--- config.mk ---
export PLATFORM = sky130hd
export DESIGN_NAME = alu_system_sequencer
export DESIGN_NICKNAME = d
export VERILOG_FILES = /design/src/rtl/alu_system_sequencer.sv
export SDC_FILE = /design/constraint.sdc
export NUM_CORES = 1
export LEC_CHECK = 0
export ABC_AREA = 1
export CORE_AREA = 10 10 47 49
export DETAILED_ROUTE_END_ITERATION = 7
export DIE_AREA = 0 0 57 59
export DONT_BUFFER_PORTS = 1
export GPL_ROUTABILITY_DRIVEN = 0
export SKIP_LAST_GASP = 1
export SYNTH_ARGS = -nofsm -noshare
export SYNTH_HDL_FRONTEND = slang
export SYNTH_SLANG_ARGS = --single-unit
--- constraint.sdc ---
create_clock -name Clock -period 1.35 [get_ports Clock]
set_input_delay 0.27 -clock Clock [delete_from_list [all_inputs] [get_ports Clock]]
set_output_delay 0.27 -clock Clock [all_outputs]
set_load 0.005 [all_outputs]
--- src/rtl/alu_system_sequencer.sv ---
// Hardwired fetch/decode/execute controller for the ALU_System datapath.
// Fetches a 16-bit instruction as two byte reads at PC, then executes it in one or two cycles.
module alu_system_sequencer (
   input  logic        Clock,
   input  logic        Reset,
   input  logic [15:0] IROut,
   input  logic [3:0]  ALUOutFlag,
   output logic [2:0]  RF_OutASel,
   output logic [2:0]  RF_OutBSel,
   output logic [1:0]  RF_FunSel,
   output logic [3:0]  RF_RSel,
   output logic [3:0]  RF_TSel,
   output logic [3:0]  ALU_FunSel,
   output logic [1:0]  ARF_OutCSel,
   output logic [1:0]  ARF_OutDSel,
   output logic [1:0]  ARF_FunSel,
   output logic [3:0]  ARF_RegSel,
   output logic        IR_LH,
   output logic        IR_Enable,
   output logic [1:0]  IR_Funsel,
   output logic        Mem_WR,
   output logic        Mem_CS,
   output logic [1:0]  MuxASel,
   output logic [1:0]  MuxBSel,
   output logic        MuxCSel,
   output logic        Halted,
   output logic        Illegal,
   output logic [2:0]  State
);

   typedef enum logic [2:0] {
      StInit   = 3'd0,
      StFetchL = 3'd1,
      StFetchH = 3'd2,
      StExec1  = 3'd3,
      StExec2  = 3'd4,
      StHalt   = 3'd5
   } state_e;

   localparam logic [3:0] OpAlu = 4'h0;
   localparam logic [3:0] OpLdi = 4'h1;
   localparam logic [3:0] OpLd  = 4'h2;
   localparam logic [3:0] OpSt  = 4'h3;
   localparam logic [3:0] OpBra = 4'h4;
   localparam logic [3:0] OpBz  = 4'h5;
   localparam logic [3:0] OpHlt = 4'hF;

   localparam logic [1:0] FsInc   = 2'b01;
   localparam logic [1:0] FsLoad  = 2'b10;
   localparam logic [1:0] FsClear = 2'b11;

   localparam logic [1:0] SelAluOut = 2'b00;
   localparam logic [1:0] SelMemOut = 2'b01;
   localparam logic [1:0] SelImm    = 2'b10;

   state_e state_q, state_d;

   logic [3:0] op;
   logic [1:0] rd;
   logic [1:0] ra;
   logic [1:0] rb;
   logic [3:0] fn;
   logic       zero_flag;
   logic       unused_flags;

   assign op           = IROut[15:12];
   assign rd           = IROut[11:10];
   assign ra           = IROut[9:8];
   assign rb           = IROut[3:2];
   assign fn           = IROut[7:4];
   assign zero_flag    = ALUOutFlag[3];
   assign unused_flags = ^ALUOutFlag[2:0];

   function automatic logic [3:0] onehot(input logic [1:0] r);
      onehot = 4'b1000 >> r;
   endfunction

   always_ff @(posedge Clock) begin
      if (!Reset) begin
         state_q <= StInit;
      end else begin
         state_q <= state_d;
      end
   end

   always_comb begin
      state_d = state_q;
      case (state_q)
         StInit:   state_d = StFetchL;
         StFetchL: state_d = StFetchH;
         StFetchH: state_d = StExec1;
         StExec1: begin
            case (op)
               OpLd, OpSt: state_d = StExec2;
               OpHlt:      state_d = StHalt;
               default:    state_d = StFetchL;
            endcase
         end
         StExec2:  state_d = StFetchL;
         StHalt:   state_d = StHalt;
         default:  state_d = StInit;
      endcase
   end

   always_comb begin
      RF_OutASel  = 3'b000;
      RF_OutBSel  = 3'b000;
      RF_FunSel   = 2'b00;
      RF_RSel     = 4'b0000;
      RF_TSel     = 4'b0000;
      ALU_FunSel  = 4'b0000;
      ARF_OutCSel = 2'b00;
      ARF_OutDSel = 2'b00;
      ARF_FunSel  = 2'b00;
      ARF_RegSel  = 4'b0000;
      IR_LH       = 1'b0;
      IR_Enable   = 1'b0;
      IR_Funsel   = 2'b00;
      Mem_WR      = 1'b0;
      Mem_CS      = 1'b1;
      MuxASel     = 2'b00;
      MuxBSel     = 2'b00;
      MuxCSel     = 1'b0;
      Halted      = 1'b0;
      Illegal     = 1'b0;
      case (state_q)
         StInit: begin
            RF_FunSel  = FsClear;
            RF_RSel    = 4'b1111;
            ARF_FunSel = FsClear;
            ARF_RegSel = 4'b1110;
         end
         StFetchL, StFetchH: begin
            // Byte read at PC into the selected IR half, PC post-incremented.
            Mem_CS     = 1'b0;
            IR_Enable  = 1'b1;
            IR_Funsel  = FsLoad;
            IR_LH      = (state_q == StFetchH);
            ARF_FunSel = FsInc;
            ARF_RegSel = 4'b1000;
         end
         StExec1: begin
            case (op)
               OpAlu: begin
                  RF_OutASel = {1'b0, ra};
                  RF_OutBSel = {1'b0, rb};
                  ALU_FunSel = fn;
                  MuxASel    = SelAluOut;
                  RF_FunSel  = FsLoad;
                  RF_RSel    = onehot(rd);
               end
               OpLdi: begin
                  MuxASel   = SelImm;
                  RF_FunSel = FsLoad;
                  RF_RSel   = onehot(rd);
               end
               OpLd, OpSt: begin
                  MuxBSel    = SelImm;
                  ARF_FunSel = FsLoad;
                  ARF_RegSel = 4'b0100;
               end
               OpBra: begin
                  MuxBSel    = SelImm;
                  ARF_FunSel = FsLoad;
                  ARF_RegSel = 4'b1000;
               end
               OpBz: begin
                  // Flags come from the last ALU write, not from this instruction.
                  if (zero_flag) begin
                     MuxBSel    = SelImm;
                     ARF_FunSel = FsLoad;
                     ARF_RegSel = 4'b1000;
                  end
               end
               OpHlt: begin
               end
               default: Illegal = 1'b1;
            endcase
         end
         StExec2: begin
            case (op)
               OpLd: begin
                  Mem_CS      = 1'b0;
                  ARF_OutDSel = 2'b01;
                  MuxASel     = SelMemOut;
                  RF_FunSel   = FsLoad;
                  RF_RSel     = onehot(rd);
               end
               OpSt: begin
                  Mem_CS      = 1'b0;
                  Mem_WR      = 1'b1;
                  ARF_OutDSel = 2'b01;
                  RF_OutASel  = {1'b0, ra};
                  ALU_FunSel  = 4'b0000;
               end
               default: begin
               end
            endcase
         end
         StHalt:  Halted = 1'b1;
         default: begin
         end
      endcase
   end

   assign State = state_q;

endmodule

* Word level (Yosys, flattened, before mapping) *
Index checks and enable logic that the tools add are counted.

storage, ports and cells
  word-level logic and storage cells = 58
  output and inout bits = 46
  register bits = 3
  bits of input ports = 22

operators by class
  shift operators = 1
  muxes and demuxes = 37
  eq/ne operators = 11
  reduce and logical (&&, ||, !) cells = 8

operators by type and width
  operator                                                            count
  4-bit one-hot mux with 3 select lines                               3
  2-bit 2-to-1 mux                                                    10
  4-bit 2-to-1 mux                                                    5
  3-bit one-hot mux with 5 select lines                               1
  2-bit one-hot mux with 2 select lines                               3
  2-bit one-hot mux with 3 select lines                               2
  1-bit 2-to-1 mux                                                    11
  4-bit by 2-bit == test with 1-bit output (second input constant)    2
  4-bit by 3-bit == test with 1-bit output (second input constant)    2
  2-bit OR reduction                                                  4
  7-bit OR reduction                                                  1
  3-bit by 2-bit == test with 1-bit output (second input constant)    2
  3-bit == test (second input constant)                               2
  3-bit one-hot mux with 2 select lines                               1
  4-bit by 1-bit == test with 1-bit output (second input constant)    1
  4-bit == test (second input constant)                               1
  4-bit logical NOT                                                   1
  4-bit by 2-bit >> shifter with 4-bit output (first input constant)  1
  3-bit by 1-bit == test with 1-bit output (second input constant)    1
  3-bit logical NOT                                                   1
  3-bit OR reduction                                                  1
  1-bit one-hot mux with 2 select lines                               1

* Longest topological paths before layout *
Gate-level depths: netlist of run 1.

  word-level depth = 4
  depth in mapped cells = 7
  depth with buffers taken out = 7

* Worst setup path after synthesis of run 1 *
Ideal clock, no wire load.

  path kind = reg2out
  start point = register state_q[2] (netlist: State[2])
  end point = output RF_FunSel[0]
  cell stages (with the launch flop) = 6
  arrival = 0.977 ns
  required time = 1.080 ns
  path slack = 0.103 ns
  path buffers = 2
  cell sequence = dfxtp_1 > buf_4 > inv_1 > nand2_1 > inv_1 > buf_4

between the ends
  word-level cells in the longest chain between the ends = 2
  elaborated cells on any way between the ends = 4
  those cells by class = 2 x eq/ne; 1 x mux; 1 x reduce/logical

ends and longest elaborated chain
  element                                      RTL line  RTL
  start: declaration                           56        state_e state_q, state_d;
  start signal: assignment                     80        state_q <= StInit;
  start signal: assignment                     82        state_q <= state_d;
  3-bit == test, or another cell as far along  126       case (state_q)
  2-bit one-hot mux with 3 select lines (*)    126
  end: declaration                             10        output logic [1:0] RF_FunSel,

Mark *: on every way between the ends. The rest lies on a longest branch, timed or not.

* Worst setup path after layout of run 1 *
  start point = register state_q[1] (netlist: State[1])
  end point = output RF_RSel[1]

between the ends
  word-level cells in the longest chain between the ends = 2
  elaborated cells on any way between the ends = 4
  those cells by class = 2 x eq/ne; 1 x mux; 1 x reduce/logical

ends and longest elaborated chain
  element                                      RTL line  RTL
  3-bit == test, or another cell as far along  126
  4-bit one-hot mux with 3 select lines (*)    126
  end: declaration                             11        output logic [3:0] RF_RSel,

Marks and branches as above.

==> results of run 1 <==
-- cells by family after synthesis --
| logic type | Yosys count | synth area share |
|---|---|---|
| AND/OR/NAND/NOR | 63 | 0.497 |
| other | 1 | 0.00618 |
| AO/OA/AOI/OAI | 6 | 0.0515 |
| flip-flops | 3 | 0.0990 |
| buffers and inverters | 40 | 0.346 |
-- area by class of cell --
type                       count  area, µm²  share of cell area
timing repair buffer          12        105               0.126
multi-input combinational     82        519               0.624
sequential                     3       71.3              0.0857
clock buffer                   4       26.3              0.0316
inverter                      24       90.1               0.108
tap                           16       20.0              0.0241
-- worst paths after layout --
check | end | slack (ns)
setup / recovery | RF_RSel[1] | -0.09
hold / removal | State[2] | 0.17
setup reg to reg | State[0] | 0.33
hold reg to reg | State[0] | 0.60
-- metal layers --
| layer | vias to the layer above | part of all wire | GRT usage |
|---|---|---|---|
| li1 | 330 | - | - |
| met1 | 290 | 0.31 | 0.0950 |
| met2 | 26 | 0.58 | 0.206 |
| met3 | 2 | 0.097 | 0.0322 |
| met4 | 0 | 0.0040 | 0.0369 |
| met5 | - | 0 | 0 |
-- cell usage in the layout, fill, tap and decap left out, types with 3 or more instances in the layout --
master	count
sky130_fd_sc_hd__inv_1	19
sky130_fd_sc_hd__dfxtp_4	3
sky130_fd_sc_hd__nand2_1	18
sky130_fd_sc_hd__nor2_4	4
sky130_fd_sc_hd__clkbuf_4	3
sky130_fd_sc_hd__nor2_2	3
sky130_fd_sc_hd__nand2_2	7
sky130_fd_sc_hd__nand3_2	3
sky130_fd_sc_hd__buf_4	8
sky130_fd_sc_hd__conb_1	13
sky130_fd_sc_hd__buf_6	4
sky130_fd_sc_hd__inv_2	5
sky130_fd_sc_hd__nor2_1	13
sky130_fd_sc_hd__nand2_4	6
-- worst max-delay path, delay by kind of cell, from the launching register on --
kind | cells | cell delay (ns)
flops | 1 | 0.38
simple gates | 6 | 0.56
-- repair_timing --
action                                  4_1_cts  5_1_grt
pin swaps                                    11        3
gates resized for setup                      29       21
setup buffers                                 4        1
endpoints found under the setup margin       27       28
-- through the flow --
stage | util | instances
2_1_floorplan | - | 125
3_3_place_gp | 0.431 | 132
3_5_place_dp | 0.431 | 132
4_1_cts | 0.533 | 140
5_1_grt | 0.594 | 141
6_report | 0.594 | 141
-- where the power goes --
group,leakage [nW],internal [mW],switching [mW]
sequential,0.0267,0.0945,0.0136
clock,0.0150,0.111,0.0450
combinational,0.450,0.0820,0.131
total,0.492,0.287,0.189
==> summary.txt, run 1 <==
Logic synthesis
  – Number of flops mapped to enable cells by yosys: 0
  – Dominant cell by count in the synthesized netlist: sky130_fd_sc_hd__nand2_1
  – Number of storage elements in the synthesis netlist: 3
  – Post-Synthesis Cells: 113
  – Top cells by instance count after synthesis: sky130_fd_sc_hd__nand2_1, sky130_fd_sc_hd__inv_1, sky130_fd_sc_hd__nor2_1
  – Top cells by area in the synthesized netlist: sky130_fd_sc_hd__buf_4, sky130_fd_sc_hd__nand2_1, sky130_fd_sc_hd__inv_1
  – Distinct cells, synth: 19
  – Synthesis Warnings: 0
  – Area of the mapped netlist: slightly above 600 µm²
  – Share of Yosys cell area claimed by the top area cell type: 0.198
  – Sequential fraction of the synthesis area: 0.0990
  – Biggest area consumer among synthesized cells: sky130_fd_sc_hd__buf_4
  – Async set or reset register ratio after synthesis: 0
  – Most used flip-flop cell after synthesis: sky130_fd_sc_hd__dfxtp_1
  – Per-instance average area after synthesis: 5.37 µm²

Finish
  – Post-Layout Inst Area: 832 µm²
  – Largest register FFs: 3
  – Fillers: between 100 and 150
  – Layout net count: 148
  – Inserted Diodes: 0
  – Fraction of final layout cells sized beyond drive strength 1: 0.432
  – Synthesis-to-layout area growth: 37.1%

Worst setup path
  – Data arrival, critical path: 1.17 ns
  – Worst reg2reg startpoint: State[1]
  – Cells on worst reg2reg path: 5
  – Critical path's largest stage delay: 0.38 ns
  – Most numerous cell on the critical path: sky130_fd_sc_hd__nand2_4
  – Category of the most critical setup path: reg -> out
  – Crit path max-delay cell type: sky130_fd_sc_hd__dfxtp_4
  – Startpoint types: flop
  – Worst Path Max Fanout: 4
  – Type of element capturing the critical path: output port
  – Worst Setup SP: State[1]
  – Cell-by-cell trace of the critical path: nand2_4, nor2_8, nand2_4, nand2_4, nand2_1, nand2_1
  – Worst EP required: about 1.1 ns

GRT
  – Initial antenna violation count: 0
  – Global-route usage over all layers: 0.103
  – Largest net degree at the start of global routing: 10
  – Remaining global-route overflow: 0
  – Via count of the first global-routing pass: 672
  – First-pass GRT wire length: 2950 µm

Run
  – Max Cap Violations: 0

Run status
  – Violated checks: setup timing
  – Status: finished with violations

Timing
  – Hold Vio Cnt, Final: 0
  – Slack of the critical path: -0.0934 ns
  – Worst Skew: 0.000662 ns
  – Post-layout min period: 1.44 ns
  – Fmax: 0.693 GHz
  – Hold WS: between 0.15 and 0.2 ns
  – Part of the cycle the worst path needs: 1.07
  – Total negative slack: -1.27 ns
  – Number of failing setup endpoints in the final timing report: 19
  – Setup repair after global routing missed its margin: yes
  – Number of max-slew violations in the final report: 0

Worst hold path
  – HP Class: in -> reg
  – Worst Hold Path Cells: 2
  – Launch point of the worst hold path: Reset

Clocking
  – Clk_lat worst skew: roughly 0.23 ns
  – Total CTS buffers: 3
  – Root Buffer: sky130_fd_sc_hd__clkbuf_4
  – Clock tree from TritonCTS: yes
  – Deepest level of the CTS H-tree: 1
  – Maximum clock insertion buffer count: 2
  – Number of sinks on the clock net: 3
  – Post-cts hold buffer count: 0
  – Clock transition at the registers of the reported paths: roughly 0.040 ns

Floorplanning
  – Count of standard-cell rows: 14
  – Core outline area: ~1400 µm²
  – Die extent in y: 59 µm
  – Chip width: 57 µm
  – DIE AREA: around 3400 µm²
  – Initial Util: 0.433
  – Number of ports placed on the die boundary: just under 70

Placement
  – Post-Place Setup Slack: -0.00865 ns
  – Number of buffers inserted by port buffering: 0
  – Area of placed instances: ~600 µm²
  – Detailed placement HPWL: 1570 µm

Power
  – Static leakage: between 0.4 and 0.5 nW
  – Pwr dens: 573 nW/µm²
  – Peak VDD IR: approximately 0.52 mV
  – PnR Total Power: between 0.4 and 0.5 mW

Drt
  – Routed length per placed instance: 14.1 µm
  – Final wirelength: a little under 2000 µm
  – Via count: 648
  – Count of routing violations after the opening detailed-route iteration: 27
  – Total iterations of the first detailed-routing run: 6
  – Antenna-violating nets left: 0
  – DRC: 0
  – Via-to-Cell Ratio: between 4 and 5
No activity file was read; power rests on OpenSTA's default activity.
==> run 2: changes to the inputs <==
--- a/config.mk
+++ b/config.mk
@@ -6,11 +6,11 @@
 export NUM_CORES = 1
 export LEC_CHECK = 0
 export ABC_AREA = 1
+export CAP_MARGIN = 20
 export CORE_AREA = 10 10 47 49
 export DETAILED_ROUTE_END_ITERATION = 7
 export DIE_AREA = 0 0 57 59
 export DONT_BUFFER_PORTS = 1
-export GPL_ROUTABILITY_DRIVEN = 0
 export SKIP_LAST_GASP = 1
 export SYNTH_ARGS = -nofsm -noshare
 export SYNTH_HDL_FRONTEND = slang
==> results of run 2 <==
Final layout, timing and power as in run 1 (identical DEF).
==> run 3: changes to the inputs <==
==> constraint.sdc (replaced) <==
create_clock -name Clock -period 1.31 [get_ports Clock]
set_input_delay 0.262 -clock Clock [delete_from_list [all_inputs] [get_ports Clock]]
set_output_delay 0.262 -clock Clock [all_outputs]
set_load 0.005 [all_outputs]
==> summary.txt, run 3 (synthesis gave the netlist of run 1 again) <==
GRT
  – Via count of the first global-routing pass: about 640
  – Largest net degree at the start of global routing: 10
  – Initial antenna violation count: 0
  – Global-route usage over all layers: 0.104
  – First-pass GRT wire length: around 2900 µm
  – Remaining global-route overflow: 0

Drt
  – Count of routing violations after the opening detailed-route iteration: 10
  – Final wirelength: between 1500 and 2000 µm
  – Antenna-violating nets left: 0
  – DRC: 0
  – Total iterations of the first detailed-routing run: 4
  – Routed length per placed instance: 13.9 µm
  – Via-to-Cell Ratio: 4.65
  – Via count: around 650

Floorplanning
  – Initial Util: 0.433
  – Number of ports placed on the die boundary: 68
  – DIE AREA: about 3400 µm²
  – Count of standard-cell rows: 14
  – Die extent in y: roughly 60 µm
  – Core outline area: 1400 µm²
  – Chip width: 57 µm

Timing
  – Number of max-slew violations in the final report: 0
  – Slack of the critical path: -0.112 ns
  – Fmax: ~0.7 GHz
  – Total negative slack: -1.95 ns
  – Hold WS: 0.166 ns
  – Hold Vio Cnt, Final: 0
  – Post-layout min period: 1.42 ns
  – Worst Skew: ~0.0054 ns
  – Part of the cycle the worst path needs: 1.09
  – Setup repair after global routing missed its margin: yes
  – Number of failing setup endpoints in the final timing report: 25

Placement
  – Total instance count after detailed placement: between 100 and 150
  – Detailed placement HPWL: 1570 µm
  – Number of buffers inserted by port buffering: 0
  – Area of placed instances: 612 µm²
  – Routability congestion estimate: roughly 0.79
  – Post-Place Setup Slack: -0.0135 ns

Finish
  – Final core area utilization: 0.544
  – Synthesis-to-layout area growth: 25.6%
  – Layout net count: 146
  – Fraction of final layout cells sized beyond drive strength 1: 0.366
  – Inserted Diodes: 0
  – Most frequent standard cell in the layout excluding fill and tap cells: sky130_fd_sc_hd__nand2_1
  – Area of combinational cells with multiple inputs: 475 µm²
  – Footprint of the flip-flops and latches: around 71 µm²
  – Final standard cell count with taps included and fillers excluded: about 140
  – Post-Layout Inst Area: 762 µm²
  – Most frequent cells in the layout: sky130_fd_sc_hd__nand2_1, sky130_fd_sc_hd__inv_1, sky130_fd_sc_hd__nor2_1
  – Largest register FFs: 3
  – Fillers: 158

Worst setup path
  – Worst reg2reg startpoint: State[2]
  – Critical path's largest stage delay: 0.36 ns
  – Startpoint types: flop
  – Worst EP required: 1.05 ns
  – Crit path max-delay cell type: sky130_fd_sc_hd__dfxtp_4
  – Slack of the worst reg-to-reg path: 0.40 ns
  – RR Endpoint: State[2]
  – Type of element capturing the critical path: output port
  – Category of the most critical setup path: reg -> out
  – Worst Path Max Fanout: 6
  – Cells on worst reg2reg path: 4
  – Worst Path Buf+Inv: 1
  – Kind of cell adding the most delay to the critical path: simple AND/OR/NAND/NOR gates
  – Data arrival, critical path: 1.16 ns
  – Cell-by-cell trace of the critical path: buf_6, nor2_8, nand2_4, nand2_4, nand2_1, nand2_1

Clocking
  – Clock transition at the registers of the reported paths: around 0.040 ns
  – Clk_lat worst skew: 0.23 ns
  – Root Buffer: sky130_fd_sc_hd__clkbuf_4
  – Number of sinks on the clock net: 3
  – Clock tree from TritonCTS: yes
  – Total CTS buffers: 3
  – Deepest level of the CTS H-tree: 1
  – Maximum clock insertion buffer count: 2

Power
  – PnR Total Power: 0.482 mW
  – Portion of total power attributed to sequential cells: 0.227
  – Fraction of power consumed by the clock network: 0.343
  – Switch Pwr: around 0.19 mW
  – Peak VDD IR: 0.628 mV
  – Static leakage: 0.443 nW
  – Combinational fraction of design power: 0.430
  – Net Sw Frac: 0.399
  – Total internal power: 0.290 mW
  – Pwr dens: 632 nW/µm²

Run status
  – Violated checks: setup timing
  – Status: finished with violations

Run
  – Max Cap Violations: 0

Worst hold path
  – Worst Hold Path Cells: 2
  – HP Class: in -> reg
  – Launch point of the worst hold path: Reset
  – Destination of the worst hold path: State[2]
==> run 3: layout make-up <==
cell class                      instances  share of cell area
Multi-Input combinational cell         82               0.624
Inverter                               24               0.118
Timing Repair Buffer                   10               0.103
Sequential cell                         3              0.0936
Clock buffer                            4              0.0345
Tap cell                               16              0.0263
==> run 3: timing repair <==
item,CTS,global route
gates resized for setup,26,10
hold buffers,0,0
gates cloned,0,0
pin swaps,9,4
endpoints found under the setup margin,28,29
buffers inserted,3,0
==> run 3: power groups by stage <==
| stage | combinational, mW | clock [mW] | sequential [mW] |
|---|---|---|---|
| final | 0.207 | 0.165 | 0.109 |
| after global routing | 0.231 | 0.180 | 0.111 |
| after CTS | 0.201 | 0.162 | 0.109 |
| after detailed placement | 0.168 | 0 | 0.108 |
| after global placement | 0.167 | 0 | 0.108 |
| after floorplan | 0.155 | 0 | 0.109 |
==> run 3: layer usage <==
layer / track usage / wire length, µm / vias up
met2: 0.211 / 1150 / 27
met4: 0.0403 / 8 / 0
li1: - / - / 328
met3: 0.0408 / 200 / 2
met1: 0.0881 / 573 / 290
met5: 0 / 0 / -
==> run 3: worst register-to-register path, cell delays in order (launching register included) <==
cell and delay [ns]:
sky130_fd_sc_hd__dfxtp_4 0.36, sky130_fd_sc_hd__buf_6 0.13, sky130_fd_sc_hd__nor2_8 0.13, sky130_fd_sc_hd__nand2_1 0.09, sky130_fd_sc_hd__a21oi_1 0.13
==> run 3: worst max path at each step <==
stage | cells after the start | from | slack [ns] | endpoint
2_1_floorplan | 5 | State[2] | 0.07 | RF_FunSel[0]
6_report | 6 | State[2] | -0.11 | RF_RSel[0]
5_1_grt | 6 | State[0] | -0.18 | RF_RSel[2]
4_1_cts | 5 | State[1] | -0.12 | RF_OutASel[0]
3_5_place_dp | 4 | State[1] | -0.01 | RF_OutASel[0]
3_3_place_gp | 4 | State[1] | 0.01 | RF_OutASel[1]
